## src/rtl/ws_pkg.sv

```systemverilog
// Shared types for the weight-stationary pass scheduler: FSM states, latched layer config
// and the config legality rule.
package ws_pkg;

  localparam int ARRAY_COLS = 14;

  typedef enum logic [2:0] {
    IDLE    = 3'd0,
    CALC    = 3'd1,
    LOAD    = 3'd2,
    COMPUTE = 3'd3,
    DRAIN   = 3'd4
  } state_e;

  typedef struct packed {
    logic [8:0]  m;
    logic [8:0]  c;
    logic [3:0]  r;
    logic [3:0]  s;
    logic [3:0]  p;
    logic [3:0]  q;
    logic [11:0] n_cyc;
  } cfg_t;

  // A zero dimension or more filters per pass than PE columns cannot be scheduled.
  function automatic logic cfg_illegal(input cfg_t cfg);
    logic bad;
    bad = (cfg.m == 9'd0) || (cfg.c == 9'd0) || (cfg.r == 4'd0) || (cfg.s == 4'd0) ||
          (cfg.p == 4'd0) || (cfg.q == 4'd0) || (cfg.n_cyc == 12'd0) ||
          ({28'd0, cfg.p} > 32'(ARRAY_COLS));
    return bad;
  endfunction

endpackage

```

## src/rtl/seq_divider.sv

```systemverilog
// Restoring unsigned divider, one quotient bit per cycle. The first step is folded into the
// start cycle, so done appears DIV_W+1 cycles after start is raised (start cycle included).
module seq_divider #(
  parameter int DIV_W = 10
) (
  input  logic             clk,
  input  logic             rst_n,
  input  logic             start,
  input  logic [DIV_W-1:0] dividend,
  input  logic [DIV_W-1:0] divisor,
  output logic             done,
  output logic [DIV_W-1:0] quotient
);

  localparam int CNT_W = $clog2(DIV_W + 1);

  logic [DIV_W-1:0]   r_rem;
  logic [DIV_W-1:0]   r_quo;
  logic [DIV_W-1:0]   r_dvs;
  logic [CNT_W-1:0]   r_cnt;
  logic               r_busy;
  logic               r_done;
  logic [2*DIV_W-1:0] w_step;

  function automatic logic [2*DIV_W-1:0] div_step(input logic [DIV_W-1:0] rem,
                                                  input logic [DIV_W-1:0] quo,
                                                  input logic [DIV_W-1:0] dvs);
    logic [DIV_W:0]   trial;
    logic [DIV_W-1:0] rem_n;
    logic             bit_n;
    trial = {rem, quo[DIV_W-1]};
    if (trial >= {1'b0, dvs}) begin
      rem_n = DIV_W'(trial - {1'b0, dvs});
      bit_n = 1'b1;
    end else begin
      rem_n = DIV_W'(trial);
      bit_n = 1'b0;
    end
    return {rem_n, quo[DIV_W-2:0], bit_n};
  endfunction

  // A new start always restarts from the fresh operands.
  always_comb begin
    w_step = '0;
    if (start) begin
      w_step = div_step('0, dividend, divisor);
    end else begin
      w_step = div_step(r_rem, r_quo, r_dvs);
    end
  end

  always_ff @(posedge clk or negedge rst_n) begin
    if (!rst_n) begin
      r_rem  <= '0;
      r_quo  <= '0;
      r_dvs  <= '0;
      r_cnt  <= '0;
      r_busy <= 1'b0;
      r_done <= 1'b0;
    end else begin
      r_done <= 1'b0;
      if (start) begin
        r_rem  <= w_step[2*DIV_W-1:DIV_W];
        r_quo  <= w_step[DIV_W-1:0];
        r_dvs  <= divisor;
        r_cnt  <= CNT_W'(DIV_W - 1);
        r_busy <= 1'b1;
      end else if (r_busy) begin
        r_rem <= w_step[2*DIV_W-1:DIV_W];
        r_quo <= w_step[DIV_W-1:0];
        r_cnt <= r_cnt - CNT_W'(1);
        if (r_cnt == CNT_W'(1)) begin
          r_busy <= 1'b0;
          r_done <= 1'b1;
        end
      end
    end
  end

  assign done     = r_done;
  assign quotient = r_quo;

endmodule

```

## src/rtl/ws_pass_scheduler.sv

```systemverilog
// Sequences one weight-stationary conv layer as filter-group (outer) x channel-group (inner)
// passes, each pass being LOAD -> COMPUTE -> DRAIN over the PE array.
module ws_pass_scheduler
  import ws_pkg::*;
#(
  parameter int DRAIN_LAT = 14,
  parameter int DIV_W     = 10
) (
  input  logic        clk,
  input  logic        rst_n,
  input  logic        start,
  input  logic        abort,
  input  logic [8:0]  M,
  input  logic [8:0]  C,
  input  logic [3:0]  R,
  input  logic [3:0]  S,
  input  logic [3:0]  P,
  input  logic [3:0]  Q,
  input  logic [11:0] n_cyc,
  input  logic        ifmap_valid,
  output logic        busy,
  output logic        done,
  output logic        err,
  output logic        fb_rst,
  output logic        fb_en,
  output logic        ifmap_en,
  output logic        psum_acc,
  output logic        ofmap_wr,
  output logic [8:0]  m_grp,
  output logic [8:0]  c_grp
);

  localparam int OP_LEN   = DIV_W + 1;
  localparam int CALC_LEN = 3 * OP_LEN;
  localparam int CW       = $clog2(CALC_LEN);
  localparam logic [CW-1:0] OP1_LAST  = CW'(OP_LEN - 1);
  localparam logic [CW-1:0] OP2_FIRST = CW'(OP_LEN);
  localparam logic [CW-1:0] OP2_LAST  = CW'(2 * OP_LEN - 1);
  localparam logic [CW-1:0] OP3_FIRST = CW'(2 * OP_LEN);
  localparam logic [CW-1:0] CALC_PRE  = CW'(CALC_LEN - 2);
  localparam logic [CW-1:0] CALC_LAST = CW'(CALC_LEN - 1);
  localparam logic [11:0]   DRAIN_LAST = 12'(DRAIN_LAT - 1);

  state_e           r_state;
  cfg_t             r_cfg;
  cfg_t             w_cfg_in;
  logic [CW-1:0]    r_calc_cnt;
  logic [11:0]      r_cnt;
  logic [DIV_W-1:0] r_cip;
  logic [DIV_W-1:0] r_nc;
  logic [DIV_W-1:0] r_nm;
  logic [8:0]       r_m;
  logic [8:0]       r_c;
  logic             r_busy;
  logic             r_done;
  logic             r_err;
  logic             r_fb_rst;
  logic             r_fb_en;
  logic             r_psum_acc;
  logic             r_ofmap_wr;

  logic             w_div_start;
  logic             w_div_done;
  logic [DIV_W-1:0] w_dvd;
  logic [DIV_W-1:0] w_dvs;
  logic [DIV_W-1:0] w_quo;
  logic [7:0]       w_fs;
  logic             w_last_c;
  logic             w_last_m;

  assign w_cfg_in = '{m: M, c: C, r: R, s: S, p: P, q: Q, n_cyc: n_cyc};
  assign w_fs     = {4'd0, r_cfg.r} * {4'd0, r_cfg.s};
  assign w_last_c = (DIV_W'(r_c) == (r_nc - DIV_W'(1)));
  assign w_last_m = (DIV_W'(r_m) == (r_nm - DIV_W'(1)));

  // Three back-to-back divides in CALC: cip = Q/fs, n_c = ceil(C/cip), n_m = ceil(M/P).
  assign w_div_start = (r_state == CALC) && !r_err && !abort &&
                       ((r_calc_cnt == '0) || (r_calc_cnt == OP2_FIRST) || (r_calc_cnt == OP3_FIRST));

  // Operand mux selected by which third of CALC we are in.
  always_comb begin
    w_dvd = DIV_W'(0);
    w_dvs = DIV_W'(1);
    if (r_calc_cnt < OP2_FIRST) begin
      w_dvd = DIV_W'(r_cfg.q);
      w_dvs = DIV_W'(w_fs);
    end else if (r_calc_cnt < OP3_FIRST) begin
      w_dvd = DIV_W'(r_cfg.c) + r_cip - DIV_W'(1);
      w_dvs = r_cip;
    end else begin
      w_dvd = DIV_W'(r_cfg.m) + DIV_W'(r_cfg.p) - DIV_W'(1);
      w_dvs = DIV_W'(r_cfg.p);
    end
  end

  seq_divider #(.DIV_W(DIV_W)) u_div (
    .clk      (clk),
    .rst_n    (rst_n),
    .start    (w_div_start),
    .dividend (w_dvd),
    .divisor  (w_dvs),
    .done     (w_div_done),
    .quotient (w_quo)
  );

  // Layer FSM with registered strobes; abort outranks every transition outside IDLE.
  always_ff @(posedge clk or negedge rst_n) begin
    if (!rst_n) begin
      r_state    <= IDLE;
      r_cfg      <= '0;
      r_calc_cnt <= '0;
      r_cnt      <= 12'd0;
      r_cip      <= '0;
      r_nc       <= '0;
      r_nm       <= '0;
      r_m        <= 9'd0;
      r_c        <= 9'd0;
      r_busy     <= 1'b0;
      r_done     <= 1'b0;
      r_err      <= 1'b0;
      r_fb_rst   <= 1'b0;
      r_fb_en    <= 1'b0;
      r_psum_acc <= 1'b0;
      r_ofmap_wr <= 1'b0;
    end else begin
      r_done   <= 1'b0;
      r_err    <= 1'b0;
      r_fb_rst <= 1'b0;
      if ((r_state != IDLE) && abort) begin
        r_state    <= IDLE;
        r_busy     <= 1'b0;
        r_fb_en    <= 1'b0;
        r_psum_acc <= 1'b0;
        r_ofmap_wr <= 1'b0;
        r_m        <= 9'd0;
        r_c        <= 9'd0;
        r_cnt      <= 12'd0;
        r_calc_cnt <= '0;
      end else begin
        case (r_state)
          IDLE: begin
            if (start) begin
              r_cfg      <= w_cfg_in;
              r_state    <= CALC;
              r_busy     <= 1'b1;
              r_calc_cnt <= '0;
              r_err      <= cfg_illegal(w_cfg_in);
            end
          end
          CALC: begin
            if (r_err) begin
              r_state <= IDLE;
              r_busy  <= 1'b0;
            end else begin
              r_calc_cnt <= r_calc_cnt + CW'(1);
              if (w_div_done && (r_calc_cnt == OP1_LAST)) begin
                r_cip <= (w_fs > 8'(r_cfg.q)) ? DIV_W'(1) : w_quo;
              end
              if (w_div_done && (r_calc_cnt == OP2_LAST)) begin
                r_nc <= w_quo;
              end
              if (w_div_done && (r_calc_cnt == CALC_LAST)) begin
                r_nm <= w_quo;
              end
              if (r_calc_cnt == CALC_PRE) begin
                r_fb_rst <= 1'b1;
              end
              if (r_calc_cnt == CALC_LAST) begin
                r_state    <= LOAD;
                r_calc_cnt <= '0;
                r_fb_en    <= 1'b1;
                r_cnt      <= 12'd0;
                r_m        <= 9'd0;
                r_c        <= 9'd0;
                r_psum_acc <= 1'b0;
              end
            end
          end
          LOAD: begin
            if (r_cnt == (12'(r_cfg.q) - 12'd1)) begin
              r_state <= COMPUTE;
              r_fb_en <= 1'b0;
              r_cnt   <= 12'd0;
            end else begin
              r_cnt <= r_cnt + 12'd1;
            end
          end
          COMPUTE: begin
            if (ifmap_valid) begin
              if (r_cnt == (r_cfg.n_cyc - 12'd1)) begin
                r_state    <= DRAIN;
                r_cnt      <= 12'd0;
                r_ofmap_wr <= w_last_c;
              end else begin
                r_cnt <= r_cnt + 12'd1;
              end
            end
          end
          DRAIN: begin
            if (r_cnt == DRAIN_LAST) begin
              r_cnt      <= 12'd0;
              r_ofmap_wr <= 1'b0;
              if (!w_last_c) begin
                r_c        <= r_c + 9'd1;
                r_state    <= LOAD;
                r_fb_en    <= 1'b1;
                r_psum_acc <= 1'b1;
              end else if (!w_last_m) begin
                r_c        <= 9'd0;
                r_m        <= r_m + 9'd1;
                r_state    <= LOAD;
                r_fb_en    <= 1'b1;
                r_psum_acc <= 1'b0;
              end else begin
                r_c        <= 9'd0;
                r_m        <= 9'd0;
                r_state    <= IDLE;
                r_busy     <= 1'b0;
                r_done     <= 1'b1;
                r_psum_acc <= 1'b0;
              end
            end else begin
              r_cnt <= r_cnt + 12'd1;
            end
          end
          default: begin
            r_state    <= IDLE;
            r_busy     <= 1'b0;
            r_fb_en    <= 1'b0;
            r_psum_acc <= 1'b0;
            r_ofmap_wr <= 1'b0;
          end
        endcase
      end
    end
  end

  assign busy     = r_busy;
  assign done     = r_done;
  assign err      = r_err;
  assign fb_rst   = r_fb_rst;
  assign fb_en    = r_fb_en;
  assign ifmap_en = (r_state == COMPUTE) && ifmap_valid && !abort;
  assign psum_acc = r_psum_acc;
  assign ofmap_wr = r_ofmap_wr;
  assign m_grp    = r_m;
  assign c_grp    = r_c;

endmodule

```

## config.mk

```make
export PLATFORM = sky130hd
export DESIGN_NAME = ws_pass_scheduler
export DESIGN_NICKNAME = d
export VERILOG_FILES = /design/src/rtl/ws_pkg.sv /design/src/rtl/seq_divider.sv /design/src/rtl/ws_pass_scheduler.sv
export SDC_FILE = /design/constraint.sdc
export NUM_CORES = 1
export LEC_CHECK = 0
export BUFFER_PORTS_ARGS = -buffer_cell sky130_fd_sc_hd__buf_4
export CELL_PAD_IN_SITES_DETAIL_PLACEMENT = 1
export CELL_PAD_IN_SITES_GLOBAL_PLACEMENT = 1
export CORE_ASPECT_RATIO = 0.8
export CORE_UTILIZATION = 25
export CTS_BUF_LIST = sky130_fd_sc_hd__clkbuf_8
export DETAILED_ROUTE_END_ITERATION = 8
export PLACE_DENSITY_LB_ADDON = 0.1
export SLEW_MARGIN = 0
export SYNTH_ARGS = -nofsm -noshare
export SYNTH_HDL_FRONTEND = slang
export SYNTH_SLANG_ARGS = --single-unit
```

## constraint.sdc

```tcl
create_clock -name clk -period 4.42 [get_ports clk]
set_input_delay 0.442 -clock clk [delete_from_list [all_inputs] [get_ports clk]]
set_output_delay 0.442 -clock clk [all_outputs]
set_load 0.005 [all_outputs]
```

==> flow_summary_export.csv, run 1 <==
group,metric,value,unit
outcome,outcome,"complete, but fails checks",
outcome,violations,"design-rule violations",
place,dp_hpwl,25500,um
place,port_buffers,76,
hold_path,hold_path.class,"in -> reg",
layout,multi_input_area,0.00624,mm2
critical_path,cp_top_family,"adder cells",
layout,fin_cells,1871,
die,pin_count,77,
die,num_rows,67,
timing,worst_slew_pin_slew,0.872,ns
yosys,yosys.area.top_type,"dfrtp_1",
critical_path,reg2reg_from,"r_cfg[24]",
place,post_dp_cell_area,0.0119,mm2
yosys,yosysWarnings,0,
drt,dr.pass1.iters,6,
hold_path,hold_depth,3,
critical_path,worstSetupPathType,"reg -> reg",
timing,holdWs,0.142,ns
timing,min_period_over_period,0.913,
pwr,vdd_drop_max,222,uV
yosys,ys_seq_area_frac,0.367,
clock_tree,tritoncts,"yes",
pwr,power.leakage,5.67,nW
drt,wl,33200,um
layout,layout.cell_area.non_filler,0.0123,mm2
critical_path,arrival,4.43,ns
timing,fin_tns_setup,0,ns
drt,wl_per_cell,17.7,um
grt,grt_max_degree,68,
layout,n_antenna_cell,0,
die,die-area,0.0439,mm2
drt,drc_errors,4,
die,die_w,234,um
drt,dr_total_vias,9033,
run,maxCapViolations,0,
layout,seq_area,0.00395,mm2
critical_path,critPathSlowestCell,"fa_1",
critical_path,r2r_end,"u_div.r_rem[7]",
yosys,synthDominantCellAreaShare,0.367,
layout,layout.nets,1436,
timing,min_period,4.03,ns
layout,final_cell_mix,"nand2_1 (168), dfrtp_1 (158), inv_1 (103), o21ai_0 (103), buf_4 (89)",
timing,final_max_slew_viol_count,0,
timing,timing.fmax,248,MHz
critical_path,startpoint_type,"flip-flop",
critical_path,rrSetupSlack,0.39,ns
critical_path,critPathMaxFanout,6,
yosys,ys_seq_elements,158,
yosys,synth_flop_cell,"dfrtp_1",
clock_tree,clock_latency,0.50,ns
grt,grt_overflow_total,0,
clock_tree,clkTransAtPathRegs,0.10,ns
die,start_util,0.255,
critical_path,cp.required,4.81,ns
hold_path,hp-start,"n_cyc[10]",
critical_path,cpMostUsedCell,"fa_1",
yosys,postSynthAreaPerCell,8.63,um2
yosys,netlist_instances,1248,
layout,syn2layout_area_growth,14.5,%
timing,setup_viol,0,
critical_path,ff2ff_path_depth,14,
grt,grt_antenna_before_repair,0,
yosys,yosysUniqueCellTypes,77,
timing,slew_headroom,0.417,
timing,report.final.hold_viol_count,0,
yosys,synth_enable_flop_cells,0,
timing,skew,0.0256,ns
grt,grt_pass1_wl,54500,um
critical_path,critical-path-max-stage-delay,0.56,ns
clock_tree,htreeDepth,4,
clock_tree,cts.sinks,158,
layout,final_common_cell,"nand2_1",
hold_path,worstHoldEndpoint,"r_cfg[10]",
critical_path,path_buf_inv,2,
yosys,syn_nets,1377,
grt,grt_pass1_vias,9396,
place,dpl.cell_count,1839,
clock_tree,ctsRootBufferMaster,"clkbuf_8",
pwr,power.density,646,mW/mm2
critical_path,worstPathCellList,"nand2_1, fa_1, inv_1, fa_1, inv_1, fa_1, xor2_1, a22o_1, a22oi_1, a21oi_1, a31oi_1, and4b_1, and3_1, or2_2",
die,core_area,0.0422,mm2
yosys,syn-cell-area,0.0108,mm2
clock_tree,cts_buffers,17,
drt,ant_nets,0,
die,fp.dieH,188,um
timing,rsz0062_at_grt,"no",
yosys,async_flop_share,1.00,
layout,drive_gt1_frac,0.126,
clock_tree,cts_buffer_depth,2,
critical_path,cp-end-kind,"flip-flop",
layout,fill_cells,4988,
drt,drt-initial-drc-count,458,
place,place_congestion,0.768,
grt,grt_use_total,0.158,
pwr,p_total,7.97,mW
drt,viasPerCell,4.83,
yosys,synthTopCellsByArea,"dfrtp_1 (37%), ha_1 (8.2%), nand2_1 (5.9%)",
synthesized netlist by cell type, types with 20 or more instances:
cell type    n
nand2_1    168
dfrtp_1    158
o21ai_0    103
inv_1      102
ha_1        71
nor2_1      62
a21oi_1     53
xnor2_1     46
nor3_1      37
clkbuf_1    34
nand3_1     34
xor2_1      28
mux2i_1     23
nor4_1      22
and2_1      20
power breakdown:
group          leakage [nW]  total (mW)  switching [mW]  internal, mW
Sequential             2.06        2.29           0.454          1.84
Clock                 0.189        1.13           0.633         0.498
Combinational          3.43        4.55            2.62          1.93
routing by layer:
metal	GRT usage	part of all wire
met5	0	0
met4	0.0267	0.0074
met3	0.0297	0.030
met2	0.230	0.42
met1	0.242	0.55
timing repair:
item,in CTS,in global routing
hold endpoints to repair,64,0
hold buffers,1,0
resized for setup,0,0
buffers inserted,0,0
how the worst max path moves through the flow:
stage	startpoint	to	slack, ns	cells after the start
2_1_floorplan	r_cfg[24]	u_div.r_rem[7]	0.75	14
3_3_place_gp	r_cfg[17]	u_div.r_rem[7]	0.45	17
3_5_place_dp	r_cfg[24]	u_div.r_rem[7]	0.35	14
4_1_cts	r_cfg[24]	u_div.r_rem[7]	0.34	14
5_1_grt	r_cfg[17]	u_div.r_rem[4]	0.08	17
6_report	r_cfg[24]	u_div.r_rem[7]	0.39	14
tightest hold or removal path, stage by stage:
cell     delay (ns)
buf_4          0.08
nand2_1        0.04
nand2_1        0.04
registers in the layout (all words and copies together), names as in the netlist, 3 cells and up:
name,count
r_cip,10
u_div.quotient,10
r_nc,10
r_state,3
r_cfg,46
c_grp,9
r_calc_cnt,6
u_div.r_dvs,10
r_cnt,12
u_div.r_cnt,4
u_div.r_rem,10
m_grp,9
r_nm,10
layout make-up:
type	instances	area share
Multi-Input combinational cell	937	0.506
Sequential cell	158	0.321
Tap cell	552	0.0560
Timing Repair Buffer	91	0.0559
Inverter	102	0.0310
Clock buffer	17	0.0190
Clock inverter	14	0.0118
stage by stage:
| stage | setup slack, ns | utilization |
|---|---|---|
| floorplan | 0.754 | - |
| finish | 0.385 | 0.293 |
| detailed placement | 0.351 | 0.283 |
| global placement | 0.447 | 0.283 |
| global route | 0.0819 | 0.293 |
| CTS | 0.344 | 0.293 |
kinds of logic after synthesis:
group           after synthesis  share of synthesized area
flops                       158                      0.367
xor+xnor                     74                     0.0602
mux                          44                     0.0437
compound gates              282                      0.164
fa+ha+maj                    79                     0.0964
simple gates                458                      0.214
buf+inv                     153                     0.0552
Power figures use the tool's default switching activity.
==> run 2: changes to the inputs <==
CORE_UTILIZATION = 48   (was 25)
==> flow_summary_export.csv, run 2 (same netlist as run 1, synthesis figures left out) <==
group,metric,value,unit
clock_tree,post_cts_resized,0,
timing,rsz0062_at_grt,"no",
clock_tree,clock_latency,0.48,ns
grt,grt_overflow_total,0,
layout,layout.nets,1432,
critical_path,cp_top_family,"adder cells",
layout,drive_gt1_frac,0.124,
clock_tree,cts.sinks,158,
place,place_congestion,0.837,
critical_path,arrival,4.50,ns
critical_path,worstSetupPathDepth,17,
grt,grt_most_used_layer,"met2",
layout,seq_area,0.00395,mm2
critical_path,endpoint,"u_div.r_rem[4]",
hold_path,hold_path.class,"in -> async",
pwr,vdd_drop_max,278,uV
critical_path,critPathMaxFanout,6,
pwr,power.leakage,5.65,nW
timing,min_period_over_period,0.939,
critical_path,reg2reg_from,"r_cfg[17]",
die,start_util,0.494,
timing,timing.fmax,241,MHz
layout,multi_input_area,0.00623,mm2
timing,worst_slew_pin_slew,0.916,ns
layout,syn2layout_area_growth,11.0,%
timing,holdWs,0.0304,ns
grt,grt_pass1_vias,9419,
drt,viasPerCell,5.72,
drt,wl,29100,um
layout,n_antenna_cell,0,
layout,largest_reg_flops,46,
place,dp_hpwl,21800,um
clock_tree,cts_buffers,17,
run,maxCapViolations,0,
outcome,outcome,"completed",
critical_path,r2r_end,"u_div.r_rem[4]",
layout,fill_cells,2642,
layout,final_cell_mix,"nand2_1 (168), dfrtp_1 (158), inv_1 (103), o21ai_0 (103), buf_4 (86)",
drt,wl_per_cell,18.0,um
critical_path,rrSetupSlack,0.27,ns
grt,grt_use_met3,0.0437,
grt,globalRouteMet1Util,0.377,
clock_tree,tritoncts,"yes",
clock_tree,cts_hold_repair.buffers,0,
critical_path,startpoint_type,"flip-flop",
drt,dr.pass1.iters,4,
place,port_buffers,76,
critical_path,cpMostUsedCell,"ha_1",
critical_path,worstPathCellList,"inv_1, ha_1, inv_1, ha_1, fa_1, a21o_1, a211oi_1, o21ai_0, o211ai_1, xnor2_1, mux2i_1, or2_2, ha_1, a21o_1, and4b_1, and3_1, or2_2",
place,dpl.cell_count,1584,
critical_path,critPathSlowestCell,"fa_1",
die,num_rows,48,
critical_path,cp-end-kind,"flip-flop",
die,die-area,0.0231,mm2
critical_path,cp.required,4.77,ns
drt,ant_nets,0,
layout,top_register,"r_cfg",
die,core_area,0.0218,mm2
timing,report.final.hold_viol_count,0,
critical_path,crit_start,"r_cfg[17]",
layout,reg_top3,"r_cfg: 46 flops, r_cnt: 12 flops",
layout,final_common_cell,"nand2_1",
grt,use_met2,0.427,
clock_tree,htreeDepth,4,
clock_tree,clkTransAtPathRegs,0.11,ns
die,pin_count,77,
critical_path,ff2ff_path_depth,17,
grt,grt_use_total,0.266,
timing,min_period,4.15,ns
critical_path,path_buf_inv,2,
timing,setup_viol,0,
drt,drc_errors,0,
layout,fin_cells,1616,
drt,drt-initial-drc-count,564,
grt,grt_antenna_before_repair,0,
clock_tree,post-cts-setup-buffers,0,
timing,fin_tns_setup,0,ns
critical_path,worstSetupPathType,"reg -> reg",
clock_tree,ctsRootBufferMaster,"clkbuf_8",
clock_tree,cts_buffer_depth,2,
die,die_w,169,um
die,fp.dieH,136,um
timing,slew_headroom,0.390,
critical_path,critical-path-max-stage-delay,0.42,ns
timing,skew,0.0224,ns
grt,grt_max_degree,94,
drt,dr_total_vias,9242,
pwr,power.density,654,mW/mm2
grt,grt_pass1_wl,48600,um
timing,final_max_slew_viol_count,0,
-- run 2: per-stage QoR --
stage          cell area (um2)  setup slack (ns)  utilization  power [mW]
6_report                 12000             0.271        0.549        7.82
5_1_grt                  12000            0.0717        0.549        8.49
4_1_cts                  12000             0.282        0.549        7.84
3_5_place_dp             11600             0.307        0.532        6.76
3_3_place_gp             11600             0.460        0.532        6.56
2_1_floorplan            10800             0.754            -        5.52
-- run 2: worst min path at each step --
stage	depth (start not counted)	start	slack [ns]	end
floorplan	0	rst_n	0.15	busy
finish	1	rst_n	0.03	c_grp[5]
CTS	1	rst_n	0.06	c_grp[5]
global placement	2	u_div.r_dvs[4]	0.47	u_div.r_dvs[4]
global route	1	rst_n	0.08	c_grp[5]
detailed placement	2	u_div.r_dvs[4]	0.47	u_div.r_dvs[4]
-- run 2: report_power, final --
group          switching, mW  leakage [nW]  total, mW  internal [mW]
clock network          0.619         0.180       1.03          0.414
registers              0.435          2.06       2.27           1.84
logic                   2.60          3.41       4.52           1.92
total                   3.65          5.65       7.82           4.17
-- run 2: metal layers --
layer,vias to the layer above,wire length [um],part of all wire
li1,4480,-,-
met1,4588,14500,0.50
met2,148,13300,0.46
met3,26,966,0.033
met4,0,325,0.011
met5,-,0,0
-- run 2: area by class of cell --
| class | count | area share |
|---|---|---|
| Multi-Input combinational cell | 937 | 0.521 |
| Sequential cell | 158 | 0.331 |
| Timing Repair Buffer | 87 | 0.0549 |
| Inverter | 102 | 0.0320 |
| Tap cell | 300 | 0.0314 |
| Clock buffer | 18 | 0.0207 |
| Clock inverter | 14 | 0.00910 |
